## config.mk

```make
export PLATFORM = sky130hd
export DESIGN_NAME = wb_usb_hid_report_fifo
export DESIGN_NICKNAME = d
export VERILOG_FILES = /design/src/rtl/wb_usb_hid_report_fifo_pkg.sv /design/src/rtl/wb_usb_hid_report_fifo_mem.sv /design/src/rtl/wb_usb_hid_report_fifo.sv
export SDC_FILE = /design/constraint.sdc
export NUM_CORES = 1
export LEC_CHECK = 0
export CAP_MARGIN = 5
export CORE_UTILIZATION = 59
export DETAILED_ROUTE_END_ITERATION = 10
export PLACE_DENSITY_LB_ADDON = 0.12
export REMOVE_ABC_BUFFERS = 1
export SLEW_MARGIN = 40
export SYNTH_ARGS = -nofsm -noshare
export SYNTH_HDL_FRONTEND = slang
export SYNTH_HIERARCHICAL = 1
export SYNTH_SLANG_ARGS = --single-unit
```

## constraint.sdc

```tcl
create_clock -name wb_clk -period 10.7 [get_ports wb_clk]
set_clock_uncertainty 0.2 [all_clocks]
set_input_delay 2.675 -clock wb_clk [delete_from_list [all_inputs] [get_ports wb_clk]]
set_output_delay 2.675 -clock wb_clk [all_outputs]
set_load 0.1 [all_outputs]
```

## src/rtl/wb_usb_hid_report_fifo_pkg.sv

```systemverilog
// ---------------------------------------------------------------------------
// usb_hid_pkg
// Shared constants for the Wishbone HID report FIFO:
//   - register word addresses (REG_CTRL .. REG_MASK)
//   - HID device type encodings (TYP_NONE/KBD/MOUSE/GAME)
//   - entry_w(): width of one FIFO entry for a given report width.
// Optional build macro: HID_TIMESTAMP_EN (adds a 32-bit timestamp per entry).
// ---------------------------------------------------------------------------
package usb_hid_pkg;

  localparam logic [3:0] REG_CTRL    = 4'd0;
  localparam logic [3:0] REG_STATUS  = 4'd1;
  localparam logic [3:0] REG_HEAD    = 4'd2;
  localparam logic [3:0] REG_DATA_LO = 4'd3;
  localparam logic [3:0] REG_DATA_HI = 4'd4;
  localparam logic [3:0] REG_POP     = 4'd5;
  localparam logic [3:0] REG_TSTAMP  = 4'd6;
  localparam logic [3:0] REG_MASK    = 4'd7;

  localparam logic [1:0] TYP_NONE  = 2'd0;
  localparam logic [1:0] TYP_KBD   = 2'd1;
  localparam logic [1:0] TYP_MOUSE = 2'd2;
  localparam logic [1:0] TYP_GAME  = 2'd3;

  localparam int TS_W = 32;

  // Entry layout (LSB first): data[REPORT_W], typ[2], conerr[1], optional timestamp[32].
  function automatic int entry_w(input int report_w);
`ifdef HID_TIMESTAMP_EN
    return report_w + 3 + TS_W;
`else
    return report_w + 3;
`endif
  endfunction

endpackage

```

## src/rtl/wb_usb_hid_report_fifo_mem.sv

```systemverilog
// ---------------------------------------------------------------------------
// hid_report_fifo_mem
// Entry storage for the HID report FIFO: RAM, read/write pointers, level,
// full/empty flags and the overwrite-oldest path. Head entry is presented
// combinationally (zero when empty).
// Ports:
//   clk_i, rst_ni      clock, asynchronous active-low reset
//   push_i             write wdata_i this cycle (already filtered by type)
//   pop_i              drop head entry (ignored when empty)
//   flush_i            empty the FIFO; overrides push and pop
//   drop_i             full policy: 1 discard newest, 0 overwrite oldest
//   wdata_i            entry to write
//   head_o             head entry, 0 when empty
//   level_o            entry count 0..DEPTH
//   full_o, empty_o    status flags
//   ovf_o              one-cycle pulse: a push met a full FIFO
// ---------------------------------------------------------------------------
module hid_report_fifo_mem #(
  parameter int DEPTH = 8,
  parameter int EW    = 67
) (
  input  logic                   clk_i,
  input  logic                   rst_ni,
  input  logic                   push_i,
  input  logic                   pop_i,
  input  logic                   flush_i,
  input  logic                   drop_i,
  input  logic [EW-1:0]          wdata_i,
  output logic [EW-1:0]          head_o,
  output logic [$clog2(DEPTH):0] level_o,
  output logic                   full_o,
  output logic                   empty_o,
  output logic                   ovf_o
);

  localparam int AW = $clog2(DEPTH);
  localparam int LW = AW + 1;

  logic [EW-1:0] mem_q [DEPTH];
  logic [AW-1:0] wr_ptr_q, wr_ptr_d;
  logic [AW-1:0] rd_ptr_q, rd_ptr_d;
  logic [LW-1:0] level_q, level_d;
  logic          full_s, empty_s, do_pop_s, do_wr_s, ovf_s;

  // Next-state for pointers and level, including the full-FIFO policies.
  always_comb begin
    full_s   = (level_q == LW'(DEPTH));
    empty_s  = (level_q == {LW{1'b0}});
    do_pop_s = pop_i & ~empty_s & ~flush_i;
    // A full FIFO still accepts the write if the head leaves this cycle or
    // the policy is overwrite-oldest.
    do_wr_s  = push_i & ~flush_i & (~full_s | do_pop_s | ~drop_i);
    ovf_s    = push_i & ~flush_i & full_s & ~do_pop_s;
    wr_ptr_d = wr_ptr_q;
    rd_ptr_d = rd_ptr_q;
    level_d  = level_q;
    if (flush_i) begin
      rd_ptr_d = wr_ptr_q;
      level_d  = {LW{1'b0}};
    end else begin
      if (do_wr_s) begin
        wr_ptr_d = wr_ptr_q + AW'(1);
      end else begin
        wr_ptr_d = wr_ptr_q;
      end
      // Overwrite-oldest on a full FIFO advances the read side as well.
      if (do_pop_s || (do_wr_s && full_s)) begin
        rd_ptr_d = rd_ptr_q + AW'(1);
      end else begin
        rd_ptr_d = rd_ptr_q;
      end
      if (do_wr_s && !do_pop_s && !full_s) begin
        level_d = level_q + LW'(1);
      end else if (do_pop_s && !do_wr_s) begin
        level_d = level_q - LW'(1);
      end else begin
        level_d = level_q;
      end
    end
  end

  // Pointer and level registers.
  always_ff @(posedge clk_i or negedge rst_ni) begin
    if (!rst_ni) begin
      wr_ptr_q <= {AW{1'b0}};
      rd_ptr_q <= {AW{1'b0}};
      level_q  <= {LW{1'b0}};
    end else begin
      wr_ptr_q <= wr_ptr_d;
      rd_ptr_q <= rd_ptr_d;
      level_q  <= level_d;
    end
  end

  // Entry RAM write port; contents need no reset since level gates reads.
  always_ff @(posedge clk_i) begin
    if (do_wr_s) begin
      mem_q[wr_ptr_q] <= wdata_i;
    end
  end

  assign head_o  = empty_s ? {EW{1'b0}} : mem_q[rd_ptr_q];
  assign level_o = level_q;
  assign full_o  = full_s;
  assign empty_o = empty_s;
  assign ovf_o   = ovf_s;

endmodule

```

## src/rtl/wb_usb_hid_report_fifo.sv

```systemverilog
// ---------------------------------------------------------------------------
// wb_usb_hid_report_fifo
// Wishbone-visible queue of HID reports. Each accepted report becomes one
// entry {conerr, typ, report}; software reads the head via HEAD/DATA_LO/
// DATA_HI(/TSTAMP) and removes it by writing POP. Provides a per-type accept
// mask, a level-threshold IRQ, drop-newest/overwrite-oldest policy and a
// saturating overflow counter.
// Optional build macro: HID_TIMESTAMP_EN -- free-running 32-bit counter whose
// value is stored with each entry and returned by TSTAMP (0 otherwise).
// Ports:
//   wb_clk, sys_rst_n        clock, asynchronous active-low reset
//   rpt_stb_i/typ/conerr/data report input, one-cycle strobe
//   wbs_*                    pipelined Wishbone slave (stall/err tied 0)
//   irq                      level IRQ: ien && level >= max(thresh,1)
// ---------------------------------------------------------------------------
module wb_usb_hid_report_fifo
  import usb_hid_pkg::*;
#(
  parameter int DEPTH      = 8,
  parameter int REPORT_W   = 64,
  parameter int THRESH_RST = 1
) (
  input  logic                wb_clk,
  input  logic                sys_rst_n,
  input  logic                rpt_stb_i,
  input  logic [1:0]          rpt_typ_i,
  input  logic                rpt_conerr_i,
  input  logic [REPORT_W-1:0] rpt_data_i,
  input  logic [3:0]          wbs_adr,
  input  logic [31:0]         wbs_dat_w,
  output logic [31:0]         wbs_dat_r,
  input  logic [3:0]          wbs_sel,
  input  logic                wbs_cyc,
  input  logic                wbs_stb,
  input  logic                wbs_we,
  output logic                wbs_ack,
  output logic                wbs_stall,
  output logic                wbs_err,
  output logic                irq
);

  localparam int EW = entry_w(REPORT_W);
  localparam int LW = $clog2(DEPTH) + 1;
  // Every type except "none" is accepted out of reset.
  localparam logic [3:0] MASK_RST = ~(4'b0001 << TYP_NONE);

  logic             ack_q, ack_d;
  logic             ien_q, ien_d;
  logic             drop_q, drop_d;
  logic [7:0]       thresh_q, thresh_d;
  logic [3:0]       mask_q, mask_d;
  logic [7:0]       ovf_q, ovf_d;

  logic             wr_en_s, ctrl_wr_s, flush_s, status_wr_s, pop_s, mask_wr_s;
  logic             push_s, ovf_evt_s, full_s, empty_s, irq_s;
  logic [LW-1:0]    level_s;
  logic [EW-1:0]    wr_entry_s, head_entry_s;
  logic [63:0]      head_data_s;
  logic [31:0]      head_ts_s;
  logic [7:0]       thresh_eff_s;
  logic             unused_s;

  assign wr_en_s     = wbs_cyc & wbs_stb & wbs_we;
  assign ctrl_wr_s   = wr_en_s & (wbs_adr == REG_CTRL);
  assign flush_s     = ctrl_wr_s & wbs_dat_w[31];
  assign status_wr_s = wr_en_s & (wbs_adr == REG_STATUS);
  assign pop_s       = wr_en_s & (wbs_adr == REG_POP);
  assign mask_wr_s   = wr_en_s & (wbs_adr == REG_MASK);
  assign push_s      = rpt_stb_i & mask_q[rpt_typ_i];

`ifdef HID_TIMESTAMP_EN
  logic [TS_W-1:0] ts_q;

  // Free-running timestamp counter, wraps naturally.
  always_ff @(posedge wb_clk or negedge sys_rst_n) begin
    if (!sys_rst_n) begin
      ts_q <= 32'd0;
    end else begin
      ts_q <= ts_q + 32'd1;
    end
  end

  assign wr_entry_s = {ts_q, rpt_conerr_i, rpt_typ_i, rpt_data_i};
  assign head_ts_s  = head_entry_s[EW-1 -: TS_W];
`else
  assign wr_entry_s = {rpt_conerr_i, rpt_typ_i, rpt_data_i};
  assign head_ts_s  = 32'd0;
`endif

  hid_report_fifo_mem #(
    .DEPTH (DEPTH),
    .EW    (EW)
  ) u_mem (
    .clk_i   (wb_clk),
    .rst_ni  (sys_rst_n),
    .push_i  (push_s),
    .pop_i   (pop_s),
    .flush_i (flush_s),
    .drop_i  (drop_q),
    .wdata_i (wr_entry_s),
    .head_o  (head_entry_s),
    .level_o (level_s),
    .full_o  (full_s),
    .empty_o (empty_s),
    .ovf_o   (ovf_evt_s)
  );

  assign head_data_s  = 64'(head_entry_s[REPORT_W-1:0]);
  assign thresh_eff_s = (thresh_q == 8'd0) ? 8'd1 : thresh_q;
  assign irq_s        = ien_q & (8'(level_s) >= thresh_eff_s);

  // Next-state for control registers, overflow counter and ack.
  always_comb begin
    ack_d    = wbs_stb;
    ien_d    = ien_q;
    drop_d   = drop_q;
    thresh_d = thresh_q;
    mask_d   = mask_q;
    ovf_d    = ovf_q;
    if (ctrl_wr_s) begin
      ien_d    = wbs_dat_w[0];
      drop_d   = wbs_dat_w[1];
      thresh_d = wbs_dat_w[15:8];
    end else begin
      ien_d    = ien_q;
      drop_d   = drop_q;
      thresh_d = thresh_q;
    end
    if (mask_wr_s) begin
      mask_d = wbs_dat_w[3:0];
    end else begin
      mask_d = mask_q;
    end
    // A clear that coincides with an overflow leaves exactly that one counted.
    if (status_wr_s) begin
      ovf_d = ovf_evt_s ? 8'd1 : 8'd0;
    end else if (ovf_evt_s && (ovf_q != 8'hFF)) begin
      ovf_d = ovf_q + 8'd1;
    end else begin
      ovf_d = ovf_q;
    end
  end

  // Register state.
  always_ff @(posedge wb_clk or negedge sys_rst_n) begin
    if (!sys_rst_n) begin
      ack_q    <= 1'b0;
      ien_q    <= 1'b0;
      drop_q   <= 1'b0;
      thresh_q <= 8'(THRESH_RST);
      mask_q   <= MASK_RST;
      ovf_q    <= 8'd0;
    end else begin
      ack_q    <= ack_d;
      ien_q    <= ien_d;
      drop_q   <= drop_d;
      thresh_q <= thresh_d;
      mask_q   <= mask_d;
      ovf_q    <= ovf_d;
    end
  end

  // Read mux, combinational from the address.
  always_comb begin
    wbs_dat_r = 32'd0;
    case (wbs_adr)
      REG_CTRL:    wbs_dat_r = {16'd0, thresh_q, 6'd0, drop_q, ien_q};
      REG_STATUS:  wbs_dat_r = {8'd0, ovf_q, 8'(level_s), 5'd0, full_s, empty_s, irq_s};
      REG_HEAD:    wbs_dat_r = {29'd0, head_entry_s[REPORT_W+2:REPORT_W]};
      REG_DATA_LO: wbs_dat_r = head_data_s[31:0];
      REG_DATA_HI: wbs_dat_r = head_data_s[63:32];
      REG_TSTAMP:  wbs_dat_r = head_ts_s;
      REG_MASK:    wbs_dat_r = {28'd0, mask_q};
      default:     wbs_dat_r = 32'd0;
    endcase
  end

  assign wbs_ack   = ack_q & wbs_cyc;
  assign wbs_stall = 1'b0;
  assign wbs_err   = 1'b0;
  assign irq       = irq_s;
  assign unused_s  = ^{wbs_sel, wbs_dat_w};

endmodule
```

==> impl_summary.md, run 1 <==
Die
The total area inside the core boundary comes to 0.03793 mm². The overall die width is 198.8 µm. In this run the count of I/O pins placed on the die edge is 149. The floorplan step defined a die boundary enclosing 0.03953 mm². The number of rows in the core area is 71. The initial cell density of the core is 60.26%.

The vertical extent of the die is 198.8 µm.

Clock tree
Clock latency on the worst-skew pair, taken at its later pin, is 0.59 ns. Gates resized during post-CTS repair numbered 0. The number of buffers created by CTS is 56.

No sink is reached through more buffers than the 3 on the longest clock path. The tree is rooted in a sky130_fd_sc_hd__clkbuf_16. The cts-stage hold buffer count is 0. The H-tree depth is 2. Clock-pin slew was measured on the worst setup and hold paths at 0.06 ns. Post-CTS timing repair inserted 0 buffers for setup. TritonCTS built the clock tree. Counting every sink on the clock net gives 569.

Detailed routing
The residual DRC count is 0. The remaining number of nets flagged by the antenna check after routing is 0. Using the TritonRoute via totals, the vias-per-cell ratio works out to 6.121.

The final route contains 11260 vias. After detailed routing, the total wire length is 45860 µm. The first detailed-routing pass took 6 iterations.

The routed length per placed instance is 24.92 µm. For this block, the initial DRC count from the detailed router was 886.

Worst setup path
On the critical path the largest part of the delay comes from buffers and inverters. The data arrival time at the worst-slack endpoint is 5.32 ns. Walking the worst path, the cells encountered are clkdlybuf4s50_1 > and4bb_2 > buf_4 > a22o_1 > buf_2. STA classifies the critical path startpoint as an input pin. The highest net fanout along the worst path is 23. The data required time of the worst path is 7.83 ns. The type of element capturing the critical path is a primary output. The highest cell delay on the worst timing path is 0.87 ns. The slowest cell on the critical path is sky130_fd_sc_hd__and4bb_2. The critical path class is input pin to primary output. Together, buffers and inverters on the worst path number 3.

STA
Final hold analysis gives a worst-case slack of 0.3430 ns. The routed design could run at a clock period as short as 8.200 ns. The worst path meets setup with 2.500 ns of slack. Setup repair after global routing left no endpoint under its margin.

The total negative slack for setup checks is 0 ns. The slew of the pin with the lowest slew margin is 0.8483 ns. Setup violations remaining at the end of the flow were counted as 0. Timing would allow up to 122.0 MHz. Dividing the final minimum period by the clock period gives 76.63%. The headroom to the max-slew limit is 43.45%. The total count of max-transition violations in the final report is 0. The hold violation count in the final report came to 0.

Place
The congestion estimate from routability-driven global placement came to 0.7902. The worst setup slack after placement is 2.533 ns. The number of buffers added on ports is 123. In this run the cell area measured after placement is 0.02459 mm². The number of placed instances, taps included, is 1731. The sum of net half-perimeters after detailed placement is 25040 µm.

Cells and area
The final instance count without filler cells is 1840. Of the cells placed in the final design, the portion with a size suffix greater than 1 is 23.64%. The number of filler instances in the final layout is 2426. Cells fill 69.71% of the core in the end. The net total in the final layout is 1403. The finished cells cover 0.02644 mm². The synthesis-to-finish area growth is 15.68%.

Logic synthesis
The number of synthesized register bits is 569. In the synthesized netlist, the cells that appear most often are sky130_fd_sc_hd__edfxtp_1 (536), sky130_fd_sc_hd__mux4_2 (135), sky130_fd_sc_hd__nor2_1 (79), sky130_fd_sc_hd__mux2i_1 (70), sky130_fd_sc_hd__nand2_1 (35). Summing every instance area after synthesis gives 0.02286 mm². The count of yosys warnings during synthesis is 6. The share of the Yosys chip area taken by registers is 74.05%.

The cell type with the largest total area after synthesis is sky130_fd_sc_hd__edfxtp_1. The fraction of synthesized cell area taken by the top area cell type is 70.41%. The top flip-flop cell by instance count after synthesis is sky130_fd_sc_hd__edfxtp_1. The number of different library cells used by synthesis comes to 59. The async set-reset flop share out of synthesis is 5.800%. The number of cells produced by synthesis is 1129. The count of flip-flops with a built-in enable after synthesis is 536. The most repeated cell in the gate-level netlist after synthesis is sky130_fd_sc_hd__edfxtp_1. By area the synthesized netlist is led by sky130_fd_sc_hd__edfxtp_1 (70%), sky130_fd_sc_hd__mux4_2 (13%), sky130_fd_sc_hd__dfrtp_1 (3.2%).

The synthesized area per cell is 20.25 µm².

Min path
The path class of the tightest hold or removal check is flop to flop.

Global routing
After global routing the overflow that remains totals 0. Entering global routing, the biggest net connects 99 pins. The number of antenna violations at the first check in global routing is 5. The global router's overall resource usage is 24.26%. The number of global-route vias before repair was 11500. The first global-routing pass estimated 69270 µm of wire.

Power and ir drop
The maximum resistive drop on vdd is 0.0001494 V. The total power draw is 5.845 mW. Summed over all cells, the static leakage comes to 8.604 nW. In this run the power density over the cells is 221.0 mW/mm².

Run
The tool flagged a number of max-cap violations equal to 0.

Status
The run finished with clean final reports.
[power breakdown]
| part | leakage (nW) | switching, mW | internal [mW] |
|---|---|---|---|
| Clock | 0.874 | 0.783 | 1.12 |
| Sequential | 5.24 | 0.0914 | 2.52 |
| Combinational | 2.49 | 0.692 | 0.639 |
[kinds of logic after synthesis]
kind of cell | Yosys count | synth area share (%)
flops | 569 | 74.05
mux | 222 | 17.20
simple gates | 162 | 3.514
buf+inv | 84 | 1.795
compound gates | 70 | 2.419
xor+xnor | 11 | 0.4215
fa+ha+maj | 10 | 0.5802
other cells | 1 | 0.01641
[worst paths after layout]
check	endpoint	slack, ns	cells past startpoint	startpoint
setup / recovery	wbs_dat_r[28]	2.50	5	wbs_adr[0]
hold / removal	thresh_q[3]	0.34	1	thresh_q[3]
setup reg to reg	u_mem/mem_q[6][35]	7.27	7	mask_q[1]
hold reg to reg	thresh_q[3]	0.34	1	thresh_q[3]
max in group asynchronous	u_mem/rd_ptr_q[2]	7.63	2	sys_rst_n
min in group asynchronous	thresh_q[5]	2.31	2	sys_rst_n
[state kept, by name, indices dropped and copies added, names as in the netlist]
register	count
ack_q	1
drop_q	1
ien_q	1
mask_q	4
ovf_q	8
thresh_q	8
u_mem/level_o	4
u_mem/mem_q	536
u_mem/rd_ptr_q	3
u_mem/wr_ptr_q	3
[layout by cell type (no fill, tap or decap), drive strengths merged, types with 3 or more instances in the layout]
cell type / synthesis / final
a21oi: 8 / 8
clkinv: 0 / 23
dfstp: 4 / 4
xnor2: 7 / 7
a222oi: 5 / 5
nand3: 6 / 6
clkdlybuf4s50: 0 / 89
a22o: 12 / 12
mux2i: 70 / 70
nor2: 80 / 80
nand2b: 4 / 4
o21ai: 6 / 6
ha: 9 / 9
mux4: 135 / 135
a21o: 3 / 3
nor3b: 4 / 4
buf: 45 / 70
nand2: 35 / 35
nor4b: 5 / 5
and2: 3 / 3
a22oi: 20 / 20
and4: 3 / 3
clkbuf: 22 / 76
nor4: 3 / 3
xor2: 4 / 4
a211oi: 3 / 3
edfxtp: 536 / 536
nor3: 7 / 7
bufinv: 0 / 5
mux2: 17 / 17
dfrtp: 29 / 29
inv: 17 / 18
[cell type report]
cell class	count	area [µm²]	share of cell area, %
diodes	1	2.502	0.009464
clock buffers	76	1528	5.778
clock inverters	30	266.5	1.008
inverters	17	65.06	0.2461
multi-input cells	477	5582	21.11
flip-flops and latches	569	16940	64.06
well taps	511	639.4	2.418
repair buffers	159	1421	5.375
[routing by layer]
metal,wire [µm],part of all wire (%),GRT usage [%]
met4,828,1.8,6.439
met5,47,0.10,0
met3,2987,6.5,4.493
met1,19920,43,35.21
met2,22070,48,38.44
(Power assumes the default switching activity.)
==> run 2, diff against run 1 <==
--- a/config.mk
+++ b/config.mk
@@ -6,7 +6,7 @@
 export NUM_CORES = 1
 export LEC_CHECK = 0
 export CAP_MARGIN = 5
-export CORE_UTILIZATION = 59
+export CORE_UTILIZATION = 53
 export DETAILED_ROUTE_END_ITERATION = 10
 export PLACE_DENSITY_LB_ADDON = 0.12
 export REMOVE_ABC_BUFFERS = 1
==> constraint.sdc (replaced) <==
create_clock -name wb_clk -period 6.9 [get_ports wb_clk]
set_clock_uncertainty 0.2 [all_clocks]
set_input_delay 1.725 -clock wb_clk [delete_from_list [all_inputs] [get_ports wb_clk]]
set_output_delay 1.725 -clock wb_clk [all_outputs]
set_load 0.1 [all_outputs]
==> run 2 against run 1 <==
Register-to-register slack worse by 3.8 ns. Power increased by 56%. Hold slack lost 0.017 ns. Combinational power rose by 56%. Sequential power is 57% higher. Critical path depth grew 2. Worst setup slack got worse by 1.3 ns. Sequential share of layout area shrank 0.69 points. Non-clock buffer count decreased by 2. Flip-flop and latch count is the same. Cell count is 1.1% higher. Critical endpoint is now wbs_dat_r[0]. Largest power group unchanged.
==> impl_summary.md, run 2 (synthesized netlist as in run 1, its figures left out) <==
Status
The flow ran to the end, and the final reports show no timing, DRC or antenna violations.

Die
The area enclosed by the die boundary is 0.04396 mm². The die is 209.7 µm wide. Measured along the y axis, the die boundary spans 209.7 µm. The initial utilization of the core area, before any placement, comes to 54.13%. In this run the core area contains 75 standard-cell rows.

The core area is 0.04223 mm². In this run the count of I/O pins placed on the die edge is 149.

Detailed routing
The remaining number of nets flagged by the antenna check after routing is 0. In the final routed layout, each cell accounts on average for 25.20 µm. After detailed routing, the number of remaining DRC violations is 0. The routed design has 46900 µm of wire. The first-pass iteration count of the detailed router is 5.

Summing over every cut layer, the via total after detailed routing is 11210. The number of DRC markers in iteration 0 is 881. The number of vias per cell is 6.024.

Place
The sum of net half-perimeters after detailed placement is 25660 µm. After detailed placement, the total cell area comes to 0.02495 mm². Input and output buffers added on the ports amount to 123. The congestion estimate from routability-driven global placement came to 0.8067.

The worst setup slack after placement is 1.148 ns.

Cells and area
Of the cells placed in the final design, the portion with a size suffix greater than 1 is 23.92%. Ranked by flip-flop count, first place goes to u_mem/mem_q. Once layout is done, the placed cells without fillers occupy 0.02673 mm². In the layout the commonest cells are sky130_fd_sc_hd__edfxtp_1 (536), sky130_fd_sc_hd__mux4_2 (135), sky130_fd_sc_hd__clkdlybuf4s50_1 (88), sky130_fd_sc_hd__nor2_1 (78), sky130_fd_sc_hd__mux2i_1 (70). The number of filler instances in the final layout is 2935. The number of flip-flops under the largest register name is 536. Compared with the post-synthesis result, the final layout area differs by 16.93%.

The net total in the final layout is 1403. The largest registers in the layout are u_mem/mem_q (536), ovf_q (8), thresh_q (8). The most common cell after layout, fill and taps aside is sky130_fd_sc_hd__edfxtp_1.

STA
The total count of max-transition violations in the final report was 0. The worst path setup slack after routing is 1.156 ns. Hold is met by 0.3261 ns. The slew of the pin with the lowest slew margin is 0.8207 ns. The maximum frequency from static timing analysis is 174.1 MHz. After layout, the minimum clock period comes to 5.744 ns. After routing, the total negative slack on setup checks comes to 0 ns. Setup violations remaining at the end of the flow were counted as 0. Setup repair after global routing left no endpoint under its margin. The hold violation count in the final report came to 0. The final critical-path share of the clock period is 83.25%.

In this run the tightest slew margin relative to its limit is 45.29%.

Worst setup path
Along the worst path, the maximum fanout reaches 27. The worst setup path is captured at a primary output. The worst setup path is launched from an input pin. The critical path class is input pin to primary output. The data required time of the worst path is 4.97 ns. The minimum setup slack among reg-to-reg paths is 3.49 ns. The data arrival time at the worst-slack endpoint is 3.82 ns.

Clock tree
The cts-stage hold buffer count is 0. At the later pin of the worst-skew pair, clock insertion delay measures 0.60 ns. Clock-pin slew was measured on the worst setup and hold paths at 0.06 ns. The number of buffers created by CTS is 58. After clock tree synthesis, the setup repair step added 0 buffers. The number of gates resized after CTS was 0.

The clock tree buffer depth is 3. The clock tree from TritonCTS is yes. The clock drives 569 sinks.

The H-tree was split into 2 levels. The tree is rooted in a sky130_fd_sc_hd__clkbuf_16.

Power and ir drop
IR analysis of the VDD net gives a maximum drop of 0.0002190 V. Summed over all cells, the static leakage comes to 8.638 nW. The total power draw is 9.116 mW. The total power per unit cell area is 341.1 mW/mm².

Global routing
The number of global-route vias before repair is 11790. The number of antenna violations at the first check in global routing is 3. Global routing used 22.13% of the available tracks. The wire length of the first global-routing pass is 71700 µm. Entering global routing, the biggest net connects 46 pins.

Global routing finished with a remaining overflow of 0.

Min path
The worst hold path belongs to the class flop to flop.

Run
Across the run, the number of max-cap violations was 0.
-- run 2: final timing paths --
| check | from | to | cells after the start |
|---|---|---|---|
| hold reg to reg | thresh_q[3] | thresh_q[3] | 1 |
| hold / removal | thresh_q[3] | thresh_q[3] | 1 |
| setup reg to reg | mask_q[1] | u_mem/mem_q[5][12] | 7 |
| setup / recovery | wbs_adr[0] | wbs_dat_r[0] | 7 |
| max in group asynchronous | sys_rst_n | u_mem/rd_ptr_q[1] | 1 |
| min in group asynchronous | sys_rst_n | thresh_q[1] | 1 |
-- run 2: where the power goes --
group	internal (mW)	total (mW)	leakage [nW]	switching, mW
combinational	1.02	2.08	2.53	1.06
sequential	3.91	4.09	5.24	0.178
clock	1.70	2.94	0.869	1.24
-- run 2: area by class of cell --
class	instances	area (µm²)	share of cell area (%)
clock inverter	33	266.5	0.9971
clock buffer	68	1510	5.650
timing repair buffer	157	1694	6.338
tap	539	674.4	2.523
inverter	17	63.81	0.2387
antenna	1	2.502	0.009362
multi-input combinational	477	5579	20.87
sequential	569	16940	63.37
-- run 2: critical path, cell delays in order --
cell                              delay, ns
sky130_fd_sc_hd__clkdlybuf4s50_1       0.64
sky130_fd_sc_hd__and4bb_2              0.42
sky130_fd_sc_hd__buf_12                0.19
sky130_fd_sc_hd__a222oi_1              0.30
sky130_fd_sc_hd__o21ai_1               0.11
sky130_fd_sc_hd__a41o_1                0.25
sky130_fd_sc_hd__buf_12                0.17
-- run 2: metal layers --
metal	part of all wire, %	up-vias	wire length (µm)	GRT usage [%]
li1	-	4909	-	-
met1	44	5919	20630	31.44
met2	49	297	22750	35.59
met3	5.3	81	2503	3.935
met4	2.1	4	980	6.443
met5	0.058	-	27	0
-- run 2: per-stage QoR --
stage | util, % | std cells
after floorplan | - | 1063
after global placement | 58.96 | 1756
after detailed placement | 59.08 | 1759
after CTS | 63.28 | 1860
after global routing | 63.29 | 1860
final | 63.29 | 1861
==> run 3, diff against run 2 <==
--- a/config.mk
+++ b/config.mk
@@ -6,7 +6,7 @@
 export NUM_CORES = 1
 export LEC_CHECK = 0
 export CAP_MARGIN = 5
-export CORE_UTILIZATION = 53
+export CORE_UTILIZATION = 59
 export DETAILED_ROUTE_END_ITERATION = 10
 export PLACE_DENSITY_LB_ADDON = 0.12
 export REMOVE_ABC_BUFFERS = 1
==> constraint.sdc (replaced) <==
create_clock -name wb_clk -period 5.8 [get_ports wb_clk]
set_clock_uncertainty 0.2 [all_clocks]
set_input_delay 1.45 -clock wb_clk [delete_from_list [all_inputs] [get_ports wb_clk]]
set_output_delay 1.45 -clock wb_clk [all_outputs]
set_load 0.1 [all_outputs]
==> run 3 against run 2 <==
Cell area increased by 1.5%. Clock power increased by 26%. First-iteration DRC count decreased by 1.5%. Utilization increased by 8.2 points. Die area decreased by 10%. Critical path type unchanged. Highest routed layer unchanged.
==> impl_summary.md, run 3 (synthesized netlist as in run 1, its figures left out) <==
Cells and area
The largest registers in the layout are u_mem/mem_q (536), ovf_q (8), thresh_q (8). Cells fill 71.54% of the core in the end. Relative to the synthesized area, the layout overhead comes to 18.71%. The post-route cell area is 0.02714 mm². The fraction of final layout cells with drive strength greater than 1 is 24.08%.

For this run, the post-layout net count is 1405. The number of filler instances in the final layout is 2314. The area of the multi-input gates is 0.005579 mm². Leaving out fill and tap cells, the most frequent cells in the layout are sky130_fd_sc_hd__edfxtp_1 (536), sky130_fd_sc_hd__mux4_2 (135), sky130_fd_sc_hd__clkdlybuf4s50_1 (89), sky130_fd_sc_hd__nor2_1 (78), sky130_fd_sc_hd__mux2i_1 (70). The number of flip-flops under the largest register name is 536. The most common cell after layout, fill and taps aside is sky130_fd_sc_hd__edfxtp_1.

The register name with the most flops is u_mem/mem_q. In the final layout, flip-flops and latches occupy 0.01694 mm².

Clock tree
The H-tree depth is 2. The buffer cell driving the clock tree root is sky130_fd_sc_hd__clkbuf_16. The clock latency reported for the late side of the worst-skew pair is 0.59 ns. After clock tree synthesis, the clock-pin slew on the worst setup and hold paths is 0.06 ns. The number of buffers inserted by post-CTS setup repair is 0.

No sink is reached through more buffers than the 3 on the longest clock path. TritonCTS built the clock tree. The number of buffers created by CTS is 56. After clock tree synthesis, the flow added hold-fix buffers numbering 0. In this run, post-CTS repair resized a total of 0 instances.

Clock tree synthesis found a total of 569 sinks.

Global routing
The wire length of the first global-routing pass is 68700 µm. The number of global-route vias before repair is 11530. Global routing used 24.12% of the available tracks across all layers. Entering global routing, the biggest net connects 68 pins. After global routing the overflow that remains totals 0.

The number of antenna violations at the first check in global routing came to 3.

Place
The final estimated routing congestion in global placement is 0.8680. The number of buffers added on ports is 123. The placed standard-cell area is 0.02523 mm². After legalization and detailed placement, the total HPWL measured 25030 µm.

STA
The total count of max-transition violations in the final report is 0. The maximum frequency from static timing analysis is 194.0 MHz. The time the worst path needs with I/O delays and setup is 5.154 ns. Of the available clock period, the critical path in the final layout requires 88.87%. Measured against its own limit, the worst slew margin works out to 50.98%. The slew of the pin with the lowest slew margin is 0.7353 ns. The hold violation count in the final report is 0. Setup violations remaining at the end of the flow were counted as 0. Setup repair after global routing left no endpoint under its margin.

Power and ir drop
Across the VDD grid, the largest voltage drop is 0.0002662 V. The static leakage is 8.771 nW. The total power per unit cell area is 408.1 mW/mm².

Worst setup path
At the worst endpoint, the arrival time is 3.50 ns. The startpoint of the most critical register-to-register path is mask_q[3]. The count of cells along the worst register-to-register path is 7. The highest net fanout along the worst path is 8. For flop-to-flop paths, the worst setup slack is 2.55 ns.

STA classifies the critical path endpoint as a primary output. The critical path class is input pin to primary output. The data required time of the worst path is 4.15 ns.

On the worst path, the slowest cell contributes a delay of 0.72 ns. The endpoint identified for the worst register-to-register timing path is u_mem/mem_q[5][41]. Walking the worst path, the cells encountered are clkdlybuf4s50_1 > nor4_2 > buf_4 > a22oi_1 > nand2_1 > buf_12. The critical path startpoint category is an input pin. On the critical path, the stage with the largest delay is an instance of sky130_fd_sc_hd__nor4_2.

Die
The initial cell density of the core is 60.26%. The floorplan step defined a die boundary enclosing 0.03953 mm². The core area is 0.03793 mm². The floorplan has 71 rows. In this run the vertical extent of the chip is 198.8 µm.

The overall die width is 198.8 µm. The top-level I/O count is 149.

Detailed routing
The routed length per placed instance is 24.71 µm. The number of vias per cell is 6.058. The overall via count from detail_route is 11160. The residual DRC count is 0. The number of DRC markers in iteration 0 is 868.

For this run, the detailed router's first-pass iteration total came to 7. Wires add up to 45510 µm. The count of nets left with antenna violations once routing finished came out at 0.

Min path
The startpoint of the lowest-slack hold path is thresh_q[2]. Counting instances, the worst hold path has a depth of 1. The worst hold path class is flop to flop. The worst min-delay path endpoint is thresh_q[2].

Status
The run finished with clean final reports.

Run
The tool flagged a number of max-cap violations equal to 0.
run 3: cell type report:
| class | instances | area share (%) |
|---|---|---|
| flip-flops and latches | 569 | 62.42 |
| well taps | 511 | 2.356 |
| clock inverters | 34 | 1.568 |
| repair buffers | 161 | 7.396 |
| clock buffers | 71 | 5.450 |
| multi-input cells | 477 | 20.56 |
| diodes | 2 | 0.01844 |
| inverters | 17 | 0.2352 |
run 3: stage by stage:
| step | cells | setup slack, ns | TNS (ns) | hold WS, ns | power (mW) |
|---|---|---|---|---|---|
| 5_1_grt | 1840 | 0.4345 | 0 | 0.3464 | 11.52 |
| 6_report | 1842 | 0.6456 | 0 | 0.3347 | 11.07 |
| 3_3_place_gp | 1734 | 0.6948 | 0 | 0.3143 | 7.425 |
| 3_5_place_dp | 1735 | 0.6847 | 0 | 0.3159 | 7.480 |
| 2_1_floorplan | 1063 | -4.415 | -1408.64 | 0.2816 | 7.032 |
| 4_1_cts | 1840 | 0.5788 | 0 | 0.3362 | 11.19 |
run 3: critical path: cells and delay by family:
kind	cells	cell delay (ns)
AOI/OAI and AO/OA	1	0.08
buffers and inverters	3	1.12
and+or+nand+nor	2	0.85
run 3: worst max path at each step:
stage / cells past startpoint / to / from / slack, ns
finish: 6 / wbs_dat_r[8] / wbs_adr[1] / 0.65
detailed placement: 6 / wbs_dat_r[15] / wbs_adr[0] / 0.68
floorplan: 6 / u_mem/mem_q[1][0] / wbs_cyc / -4.42
CTS: 9 / wbs_dat_r[0] / u_mem/rd_ptr_q[0] / 0.58
global route: 9 / wbs_dat_r[0] / u_mem/rd_ptr_q[0] / 0.43
global placement: 6 / wbs_dat_r[13] / wbs_adr[2] / 0.69
run 3: power by group:
group	internal [mW]	leakage, nW	switching (mW)
clock	2.25	0.919	1.46
combinational	1.25	2.62	1.22
sequential	4.65	5.24	0.239
total	8.15	8.77	2.92
run 3: per-layer routing:
metal / track usage, % / vias up / part of all wire (%)
met3: 4.188 / 76 / 7.1
met2: 38.33 / 389 / 49
met5: 0.2554 / - / 0.062
met1: 34.51 / 5757 / 42
met4: 7.664 / 4 / 2.1
li1: - / 4932 / -
